## src/rtl/axis_len_pkg.sv

```systemverilog
// Shared types for the AXI-stream length trim/pad block.
package axis_len_pkg;

  typedef enum logic [1:0] {
    IDLE = 2'd0,
    PASS = 2'd1,
    DROP = 2'd2,
    PAD  = 2'd3
  } state_t;

endpackage

```

## src/rtl/axis_len_if.sv

```systemverilog
// AXI-stream bundle; the master drives payload and valid, the slave drives ready.
interface axis_if #(
  parameter int DSIZE = 32,
  parameter int KSIZE = DSIZE / 8,
  parameter int USIZE = 1
);
  logic [DSIZE-1:0] tdata;
  logic [KSIZE-1:0] tkeep;
  logic [USIZE-1:0] tuser;
  logic             tlast;
  logic             tvalid;
  logic             tready;

  modport master (output tdata, tkeep, tuser, tlast, tvalid, input tready);
  modport slave  (input tdata, tkeep, tuser, tlast, tvalid, output tready);
endinterface

```

## src/rtl/axis_length_trim_pad_skid.sv

```systemverilog
// Two-entry registered ready/valid buffer: fully registered outputs, one beat per cycle.
module axis_skid_reg #(
  parameter int W = 8
) (
  input  logic         clock,
  input  logic         rst,
  input  logic         in_valid,
  output logic         in_ready,
  input  logic [W-1:0] in_data,
  output logic         out_valid,
  input  logic         out_ready,
  output logic [W-1:0] out_data
);
  logic         skid_valid;
  logic [W-1:0] skid_data;

  assign in_ready = !skid_valid;

  always_ff @(posedge clock or posedge rst) begin
    if (rst) begin
      out_valid  <= 1'b0;
      out_data   <= '0;
      skid_valid <= 1'b0;
      skid_data  <= '0;
    end else begin
      if (out_ready || !out_valid) begin
        if (skid_valid) begin
          out_data   <= skid_data;
          out_valid  <= 1'b1;
          skid_valid <= 1'b0;
        end else begin
          out_valid <= in_valid;
          if (in_valid) out_data <= in_data;
        end
      end else if (in_valid && in_ready) begin
        // Output is stalled: park the incoming beat so in_ready can stay registered.
        skid_valid <= 1'b1;
        skid_data  <= in_data;
      end
    end
  end
endmodule

```

## src/rtl/axis_length_trim_pad.sv

```systemverilog
// Forces each packet to exactly len_q beats by truncating (cut) or appending fill beats (pad).
// Handshake: a beat moves on either side only in a cycle where tvalid && tready.
module axis_length_trim_pad
  import axis_len_pkg::*;
#(
  parameter int               DSIZE     = 32,
  parameter int               KSIZE     = DSIZE / 8,
  parameter int               USIZE     = 1,
  parameter int               LSIZE     = 16,
  parameter logic [DSIZE-1:0] PAD_VALUE = '0
) (
  input  logic             clock,
  input  logic             rst,
  input  logic [LSIZE-1:0] length,
  input  logic             cut_en,
  input  logic             pad_en,
  axis_if.slave            s,
  axis_if.master           m,
  output logic             cut_pulse,
  output logic             pad_pulse,
  output logic             busy,
  output state_t           state
);
  typedef struct packed {
    logic [DSIZE-1:0] data;
    logic [KSIZE-1:0] keep;
    logic [USIZE-1:0] user;
    logic             last;
  } beat_t;

  localparam int BW = $bits(beat_t);

  logic [LSIZE-1:0] cnt, len_q;
  logic             cut_q, pad_q, over_q;
  logic             skid_ready, push, accept, at_end;
  beat_t            beat_in, beat_out;

  assign s.tready = !rst && ((state == DROP) || (state != PAD && skid_ready));
  assign accept   = s.tvalid && s.tready;
  assign at_end   = (cnt == len_q - 1'b1);
  assign busy     = (state != IDLE);

  always_comb begin
    beat_in = '{data: s.tdata, keep: s.tkeep, user: s.tuser, last: s.tlast};
    push    = 1'b0;
    case (state)
      IDLE: begin
        push = accept && (length != '0);
        if (length == LSIZE'(1)) beat_in.last = 1'b1;
        else if (s.tlast && pad_en) beat_in.last = 1'b0;
      end
      PASS: begin
        push = accept;
        // over_q: length already reached without cut, forward the rest untouched.
        if (!over_q) begin
          if (at_end) beat_in.last = 1'b1;
          else if (s.tlast && pad_q) beat_in.last = 1'b0;
        end
      end
      PAD: begin
        push    = skid_ready;
        beat_in = '{data: PAD_VALUE, keep: {KSIZE{1'b1}}, user: {USIZE{1'b0}}, last: at_end};
      end
      default: ;
    endcase
  end

  always_ff @(posedge clock or posedge rst) begin
    if (rst) begin
      state     <= IDLE;
      cnt       <= '0;
      len_q     <= '0;
      cut_q     <= 1'b0;
      pad_q     <= 1'b0;
      over_q    <= 1'b0;
      cut_pulse <= 1'b0;
      pad_pulse <= 1'b0;
    end else begin
      cut_pulse <= 1'b0;
      pad_pulse <= 1'b0;
      case (state)
        IDLE: if (accept) begin
          len_q  <= length;
          cut_q  <= cut_en;
          pad_q  <= pad_en;
          over_q <= 1'b0;
          cnt    <= '0;
          if (length == '0) begin
            if (!s.tlast) state <= DROP;
          end else if (length == LSIZE'(1)) begin
            if (!s.tlast) begin
              if (cut_en) begin
                cut_pulse <= 1'b1;
                state     <= DROP;
              end else begin
                over_q <= 1'b1;
                state  <= PASS;
              end
            end
          end else if (s.tlast) begin
            if (pad_en) begin
              pad_pulse <= 1'b1;
              cnt       <= LSIZE'(1);
              state     <= PAD;
            end
          end else begin
            cnt   <= LSIZE'(1);
            state <= PASS;
          end
        end
        PASS: if (accept) begin
          if (over_q) begin
            if (s.tlast) begin
              over_q <= 1'b0;
              state  <= IDLE;
            end
          end else if (at_end) begin
            cnt <= '0;
            if (s.tlast) state <= IDLE;
            else if (cut_q) begin
              cut_pulse <= 1'b1;
              state     <= DROP;
            end else over_q <= 1'b1;
          end else if (s.tlast) begin
            if (pad_q) begin
              pad_pulse <= 1'b1;
              cnt       <= cnt + 1'b1;
              state     <= PAD;
            end else begin
              cnt   <= '0;
              state <= IDLE;
            end
          end else cnt <= cnt + 1'b1;
        end
        DROP: if (accept && s.tlast) state <= IDLE;
        PAD: if (skid_ready) begin
          if (at_end) begin
            cnt   <= '0;
            state <= IDLE;
          end else cnt <= cnt + 1'b1;
        end
        default: state <= IDLE;
      endcase
    end
  end

  axis_skid_reg #(.W(BW)) u_skid (
    .clock     (clock),
    .rst       (rst),
    .in_valid  (push),
    .in_ready  (skid_ready),
    .in_data   (beat_in),
    .out_valid (m.tvalid),
    .out_ready (m.tready),
    .out_data  (beat_out)
  );

  assign m.tdata = beat_out.data;
  assign m.tkeep = beat_out.keep;
  assign m.tuser = beat_out.user;
  assign m.tlast = beat_out.last;
endmodule

```

## src/flat_wrapper.sv

```systemverilog
// flat-port wrapper written by rule: the top's interface ports become plain ports
module axis_length_trim_pad_flat import axis_len_pkg::*;
#(
  parameter int               DSIZE     = 32,
  parameter int               KSIZE     = DSIZE / 8,
  parameter int               USIZE     = 1,
  parameter int               LSIZE     = 16,
  parameter logic [DSIZE-1:0] PAD_VALUE = '0
)
  (clock, rst, length, cut_en, pad_en, cut_pulse, pad_pulse, busy, state, s_tdata, s_tkeep, s_tuser, s_tlast, s_tvalid, s_tready, m_tdata, m_tkeep, m_tuser, m_tlast, m_tvalid, m_tready);
  axis_if #(.DSIZE(DSIZE), .KSIZE(KSIZE), .USIZE(USIZE)) s_i ();
  axis_if #(.DSIZE(DSIZE), .KSIZE(KSIZE), .USIZE(USIZE)) m_i ();
  input  logic clock;
  input  logic rst;
  input  logic [LSIZE-1:0] length;
  input  logic cut_en;
  input  logic pad_en;
  output logic cut_pulse;
  output logic pad_pulse;
  output logic busy;
  output state_t state;
  input wire logic [$bits(s_i.tdata)-1:0] s_tdata;
  input wire logic [$bits(s_i.tkeep)-1:0] s_tkeep;
  input wire logic [$bits(s_i.tuser)-1:0] s_tuser;
  input wire logic [$bits(s_i.tlast)-1:0] s_tlast;
  input wire logic [$bits(s_i.tvalid)-1:0] s_tvalid;
  output wire logic [$bits(s_i.tready)-1:0] s_tready;
  output wire logic [$bits(m_i.tdata)-1:0] m_tdata;
  output wire logic [$bits(m_i.tkeep)-1:0] m_tkeep;
  output wire logic [$bits(m_i.tuser)-1:0] m_tuser;
  output wire logic [$bits(m_i.tlast)-1:0] m_tlast;
  output wire logic [$bits(m_i.tvalid)-1:0] m_tvalid;
  input wire logic [$bits(m_i.tready)-1:0] m_tready;
  assign s_i.tdata = s_tdata;
  assign s_i.tkeep = s_tkeep;
  assign s_i.tuser = s_tuser;
  assign s_i.tlast = s_tlast;
  assign s_i.tvalid = s_tvalid;
  assign s_tready = s_i.tready;
  assign m_tdata = m_i.tdata;
  assign m_tkeep = m_i.tkeep;
  assign m_tuser = m_i.tuser;
  assign m_tlast = m_i.tlast;
  assign m_tvalid = m_i.tvalid;
  assign m_i.tready = m_tready;
  axis_length_trim_pad #(.DSIZE(DSIZE), .KSIZE(KSIZE), .USIZE(USIZE), .LSIZE(LSIZE), .PAD_VALUE(PAD_VALUE)) u_core (.clock(clock), .rst(rst), .length(length), .cut_en(cut_en), .pad_en(pad_en), .s(s_i), .m(m_i), .cut_pulse(cut_pulse), .pad_pulse(pad_pulse), .busy(busy), .state(state));
endmodule
```

## config.mk

```make
export PLATFORM = sky130hd
export DESIGN_NAME = axis_length_trim_pad_flat
export DESIGN_NICKNAME = d
export VERILOG_FILES = /design/src/rtl/axis_len_pkg.sv /design/src/rtl/axis_len_if.sv /design/src/rtl/axis_length_trim_pad_skid.sv /design/src/rtl/axis_length_trim_pad.sv /design/src/flat_wrapper.sv
export SDC_FILE = /design/constraint.sdc
export NUM_CORES = 1
export LEC_CHECK = 0
export CORE_MARGIN = 2
export CORE_UTILIZATION = 48
export CTS_CLUSTER_DIAMETER = 80
export CTS_CLUSTER_SIZE = 16
export DETAILED_ROUTE_END_ITERATION = 10
export PLACE_DENSITY = 0.78
export SLEW_MARGIN = 20
export SYNTH_ARGS = -nofsm -noshare
export SYNTH_HDL_FRONTEND = slang
export SYNTH_SLANG_ARGS = --single-unit
export TNS_END_PERCENT = 1
```

## constraint.sdc

```tcl
create_clock -name clock -period 3.8 [get_ports clock]
set_input_delay 0.76 -clock clock [delete_from_list [all_inputs] [get_ports clock]]
set_output_delay 0.76 -clock clock [all_outputs]
set_load 0.01 [all_outputs]
```

======== Word level (Yosys, flattened, before mapping) ========
Index checks and enable logic that the tools add are counted.
word-level totals
  register bits after elaboration ......... 117
operators by class
  add/sub/neg operators ................... 2
  equal/unequal tests ..................... 18
  mux-type cells .......................... 80
  bitwise logic cells ..................... 1
  reduce and logical (&&, ||, !) cells .... 27
operators with widths
  operator                                                count
  two-way mux 16 bit                                      10
  two-way mux 38 bit                                      2
  one-hot mux 16 bit (3 select lines)                     1
  two-way mux 1 bit                                       41
  two-way mux 2 bit                                       19
  two-way mux 37 bit                                      1
  adder 16 x 1 -> 16 bit (second input constant)          1
  equality test 16 x 1 -> 1 bit (second input constant)   1
  equality test 16 bit                                    1
  logical NOT 16 bit                                      1
  nonzero test 16 bit                                     1
  subtractor 16 x 1 -> 16 bit (second input constant)     1
  inequality test 3 bit (second input constant)           4
  AND reduction 11 bit                                    1
  logical AND 1 bit                                       8
  inequality test 2 bit (second input constant)           4
  one-hot mux 2 bit (4 select lines)                      1
  nonzero test 2 bit                                      4
  inequality test 2 x 1 -> 1 bit (second input constant)  3
  inequality test 3 x 2 -> 1 bit (second input constant)  2
  one-hot mux 1 bit (2 select lines)                      3
  one-hot mux 1 bit (3 select lines)                      2
  AND reduction 2 bit                                     3
  AND reduction 5 bit                                     1
  8 further kinds                                         12

======== Longest topological paths before layout ========
  word-level depth ........................ 10
  gate-level depth with buffers ........... 11
  depth with buffers taken out ............ 10

======== Hierarchy ========
From an unflattened synthesis, not the netlist that was laid out.
second synthesis, totals
  cell total of the unflattened synthesis .. 570
  area, all modules ....................... 6458.7 um^2
modules (own cells, without submodules)
  module                times used  cells an instance  area each (um^2)  sequential area each (um^2)
  axis_skid_reg         1           213                3462.1            1951.9
  axis_length_trim_pad  1           357                2996.6            975.9

======== Worst setup path before layout ========
No wires, ideal clock.
  path kind ............................... in2reg
  from .................................... in rst
  to ...................................... reg u_core.state[0]
  setup time .............................. 0.124 ns
  arrival time ............................ 2.709 ns
  path slack .............................. 0.968 ns
  cell stages on the path ................. 8
  path buffers ............................ 1
  path through ............................ or4b_4 > buf_6 > or3_4 > a221oi_4 > nand2_1 > a311oi_1 > a21oi_1 > a211o_1
on the way
  word-level cells in the longest chain between the ends .. 6
  elaborated cells on any way between the ends .. 8
  those cells by class .................... 3 x eq/ne; 5 x reduce/logical
ends and longest elaborated chain
  element                                  RTL line                     source
  start, declared                          flat_wrapper.sv:14           input logic rst;
  logical NOT 1 bit (no source line) *     n/a
  logical AND 1 bit *                      axis_length_trim_pad.sv:38   assign s.tready = !rst && ((state == DROP) || (state != PAD && skid_ready));
  logical AND 1 bit *                      axis_length_trim_pad.sv:39   assign accept = s.tvalid && s.tready;
  logical AND 1 bit                        axis_length_trim_pad.sv:135  DROP: if (accept && s.tlast) state <= IDLE;
  inequality test 2 bit (no source line)   n/a
  AND reduction 11 bit (no source line) *  n/a
  end signal, assigned                     axis_length_trim_pad.sv:135
  end signal, assigned                     axis_length_trim_pad.sv:139  state <= IDLE;
  end signal, assigned                     axis_length_trim_pad.sv:142  default: state <= IDLE;
  end, declared                            axis_length_trim_pad.sv:22   output state_t state
Mark *: on every way between the ends. The rest lies on a longest branch, timed or not.
A chain may end at the register's enable or synchronous reset.

======== Worst setup path in the final report ========
  from .................................... reg u_core.len_q[3]
  to ...................................... reg u_core.cnt[2]
on the way
  word-level cells in the longest chain between the ends .. 6
  elaborated cells on any way between the ends .. 8
  those cells by class .................... 1 x add/sub; 1 x eq/ne; 6 x mux
ends and longest elaborated chain
  element                                RTL line                     source
  start, declared                        axis_length_trim_pad.sv:33   logic [LSIZE-1:0] cnt, len_q;
  start signal, assigned                 axis_length_trim_pad.sv:83   len_q <= length;
  subtractor 16 x 1 -> 16 bit *          axis_length_trim_pad.sv:40   assign at_end = (cnt == len_q - 1'b1);
  equality test 16 bit *                 axis_length_trim_pad.sv:40
  two-way mux 16 bit                     axis_length_trim_pad.sv:117  end else if (at_end) begin
  two-way mux 16 bit                     axis_length_trim_pad.sv:112  if (over_q) begin
  two-way mux 16 bit                     axis_length_trim_pad.sv:111  PASS: if (accept) begin
  one-hot mux 16 bit (3 select lines) *  axis_length_trim_pad.sv:81   case (state)
  end signal, assigned                   axis_length_trim_pad.sv:127  cnt <= cnt + 1'b1;
  end signal, assigned                   axis_length_trim_pad.sv:133  end else cnt <= cnt + 1'b1;
  end signal, assigned                   axis_length_trim_pad.sv:140  end else cnt <= cnt + 1'b1;
  end, declared                          axis_length_trim_pad.sv:33
Mark *: on every way between the ends. The rest lies on a longest branch, timed or not. The select of a mux whose other input is x is not followed.

==> impl_metrics.json <==
{
  "postCtsHoldBufs": 0,
  "min_to": "u_core.u_skid.out_data[34]",
  "setup_violations": 0,
  "grt_pass1_vias": 5193,
  "ys_warn_count": 0,
  "dr.pass1.iters": 5,
  "min-delay-start": "u_core.u_skid.out_data[34]",
  "arrival_ns": 3.49,
  "yosysTopAreaCell": "dfrtp_1",
  "synth_nets": 746,
  "async_flop_share": 1.00,
  "cts_made_buffers": 17,
  "drv_cap": 0,
  "portBuffers": 104,
  "worstSetupStartpoint": "u_core.len_q[3]",
  "synth.yosys.seq_area_share": 0.489,
  "coreArea_mm2": 0.0121,
  "cts_sinks": 117,
  "diodes": 0,
  "root_buffer": "clkbuf_16",
  "place_ws_ns": 0.295,
  "antenna_found_initial": 0,
  "cpPeakStageDelay_ns": 0.54,
  "skew_ns": 0.0246,
  "grt_setup_unrepaired": "false",
  "grt_overflow": 0,
  "synth_edf_count": 0,
  "hold_viol_final": 0,
  "clockBufferDepth": 2,
  "rows": 40,
  "drcViolationCount": 0,
  "cts_setup_buffers": 0,
  "post_dp_cell_area_mm2": 0.00718,
  "slew_violations": 0,
  "wl_mm": 14.8,
  "ff_latch_area_mm2": 0.00293,
  "ioPinCount": 105,
  "crit_chain": "nor4_2, nand4_1, or4_1, nand3_1, inv_1, o221ai_2, nor2_1, a22o_1",
  "nFillCells": 996,
  "cellLeakagePower_nw": 3.40,
  "cts_tree": "built",
  "post_cts_resized": 0,
  "synth.avg_cell_area_um2": 8.75,
  "grt_pass1_wl_mm": 24.7,
  "initial_core_util": 0.494,
  "max_freq_mhz": 313,
  "ir_worst_vdd_mv": 0.392,
  "layout_setup_ws_ns": 0.605,
  "cp_max_fo": 11,
  "nNetsFinal": 835,
  "crit_type": "flop to flop",
  "ys_ff_latch": 117,
  "max_slew.worst_pin.slew_ns": 0.790,
  "ant_nets": 0,
  "drive_above_1_share": 0.0967,
  "hold_class": "flop to flop",
  "num_vias": 5353,
  "place_congestion": 0.920,
  "yosysUniqueCellTypes": 57,
  "yosys_most_used_dff": "dfrtp_1",
  "cp.required_ns": 4.09,
  "worst-path-buf-inv": 1,
  "syn-cell-area_mm2": 0.00598,
  "r2r-end": "u_core.cnt[2]",
  "slew_headroom": 0.473,
  "via_per_inst": 5.61,
  "final.setup.tns_ns": 0,
  "die_area_mm2": 0.0134,
  "grt_max_degree": 98,
  "cp-end-kind": "flop",
  "htree_levels": 4,
  "crit_family": "simple AND/OR/NAND/NOR gates",
  "clkTransAtPathRegs_ns": 0.06,
  "die_y_um": 116,
  "synth_top_area_share": 0.489,
  "syn2layout_area_growth_pct": 30.0,
  "cp_slowest_cell": "nor4_2",
  "synth.area.top_cells": "dfrtp_1 49%, nand2_1 8.2%, o21ai_0 7.4%",
  "clock_latency_ns": 0.43,
  "multi_input_area_mm2": 0.00283,
  "synthCells": 684,
  "dpl.hpwl_mm": 10.1,
  "power_density_mw_per_mm2": 830,
  "layout_min_cycle_time_ns": 3.20,
  "r2r_cells": 8,
  "finalNonFillerCells": 954,
  "dr.first_iter.drc_count": 393,
  "r2r_slack_ns": 0.60,
  "design_area_mm2": 0.00777,
  "rr_startpoint": "u_core.len_q[3]",
  "hold_depth": 2,
  "status": "complete, no violations",
  "wl_per_cell_um": 15.5,
  "fin_crit_sh": 0.841,
  "start_kind": "flop",
  "place_inst": 922,
  "fp.dieW_um": 116,
  "grt_usage": 0.234
}
layout make-up:
type | instances | share of cell area
tap | 168 | 0.0270
multi-input combinational | 510 | 0.364
clock inverter | 11 | 0.0163
clock buffer | 21 | 0.0605
timing repair buffer | 115 | 0.149
inverter | 12 | 0.00628
sequential | 117 | 0.377
metrics by stage:
stage | utilization | hold WS (ns) | power [mW]
3_5_place_dp | 0.593 | 0.470 | 4.85
6_report | 0.642 | 0.474 | 6.45
4_1_cts | 0.642 | 0.482 | 6.47
5_1_grt | 0.642 | 0.503 | 6.91
2_1_floorplan | - | 0.442 | 3.87
3_3_place_gp | 0.593 | 0.458 | 4.70
layout by cell type, fill, tap and decap left out, types with 5 or more instances in the layout:
cell type / n
and4_1: 6
clkinv_4: 5
clkdlybuf4s50_1: 104
dfrtp_1: 116
nand2_1: 130
nand2b_1: 6
inv_1: 11
nand3_1: 9
nor4_1: 9
clkbuf_16: 17
a22o_1: 5
a21oi_1: 47
buf_4: 8
nand4_1: 8
xor2_1: 11
o21ai_1: 5
nor2b_1: 5
xnor2_1: 11
mux2_2: 17
nor3_1: 15
nor2_1: 73
o21ai_0: 88
per-layer routing:
metal | vias to the layer above | track usage | part of all wire
met5 | - | 0 | 0
met4 | 0 | 0.102 | 0.027
met3 | 37 | 0.0601 | 0.063
met2 | 208 | 0.372 | 0.48
met1 | 2559 | 0.305 | 0.43
li1 | 2549 | - | -
power by group:
group | switching (mW) | total, mW | internal (mW)
clock network | 0.571 | 1.59 | 1.02
registers | 0.429 | 2.19 | 1.76
logic | 1.48 | 2.68 | 1.19
total | 2.48 | 6.45 | 3.97
worst register-to-register path, stage by stage (launching register included):
cell and delay (ns):
dfrtp_1 0.48, nor4_2 0.54, nand4_1 0.22, or4_1 0.50, nand3_1 0.22, inv_1 0.16, o221ai_2 0.48, nor2_1 0.22
a22o_1 0.25
logic make-up after synthesis:
group | Yosys count | share of synthesized area
multiplexers | 20 | 0.0370
AND/OR/NAND/NOR | 288 | 0.220
flip-flops | 117 | 0.489
buffers and inverters | 57 | 0.0410
AO/OA/AOI/OAI | 178 | 0.176
adder cells (fa/ha/maj) | 2 | 0.00418
XOR/XNOR | 22 | 0.0322
state kept, by name (all words and copies together) (netlist names):
register / count
u_core.cnt: 16
u_core.over_q: 1
u_core.pad_q: 1
u_core.u_skid.skid_data: 38
u_core.len_q: 16
u_core.pad_pulse: 1
u_core.u_skid.out_valid: 1
u_core.cut_q: 1
u_core.cut_pulse: 1
u_core.state: 2
u_core.u_skid.out_data: 38
u_core.u_skid.skid_valid: 1
worst max path at each step:
| stage | to | slack, ns | cells past startpoint |
|---|---|---|---|
| 6_report | u_core.cnt[2] | 0.60 | 8 |
| 5_1_grt | u_core.cnt[5] | 0.42 | 10 |
| 4_1_cts | u_core.cnt[5] | 0.66 | 10 |
| 3_5_place_dp | u_core.state[0] | 0.30 | 8 |
| 3_3_place_gp | u_core.state[0] | 0.34 | 8 |
| 2_1_floorplan | u_core.state[0] | 0.97 | 8 |
cell usage after synthesis (5+ instances only):
cell type	instances
dfrtp_1	117
nand3_1	9
a22o_1	5
o21ai_0	89
clkbuf_1	36
xnor2_1	11
nor2_1	73
a21oi_1	47
nand2_1	131
and4_1	6
xor2_1	11
nand4_1	8
inv_1	12
o21ai_1	5
nor4_1	9
nand2b_1	6
nor3_1	16
nor2b_1	5
mux2_2	17
No activity file was read; power rests on OpenSTA's default activity.
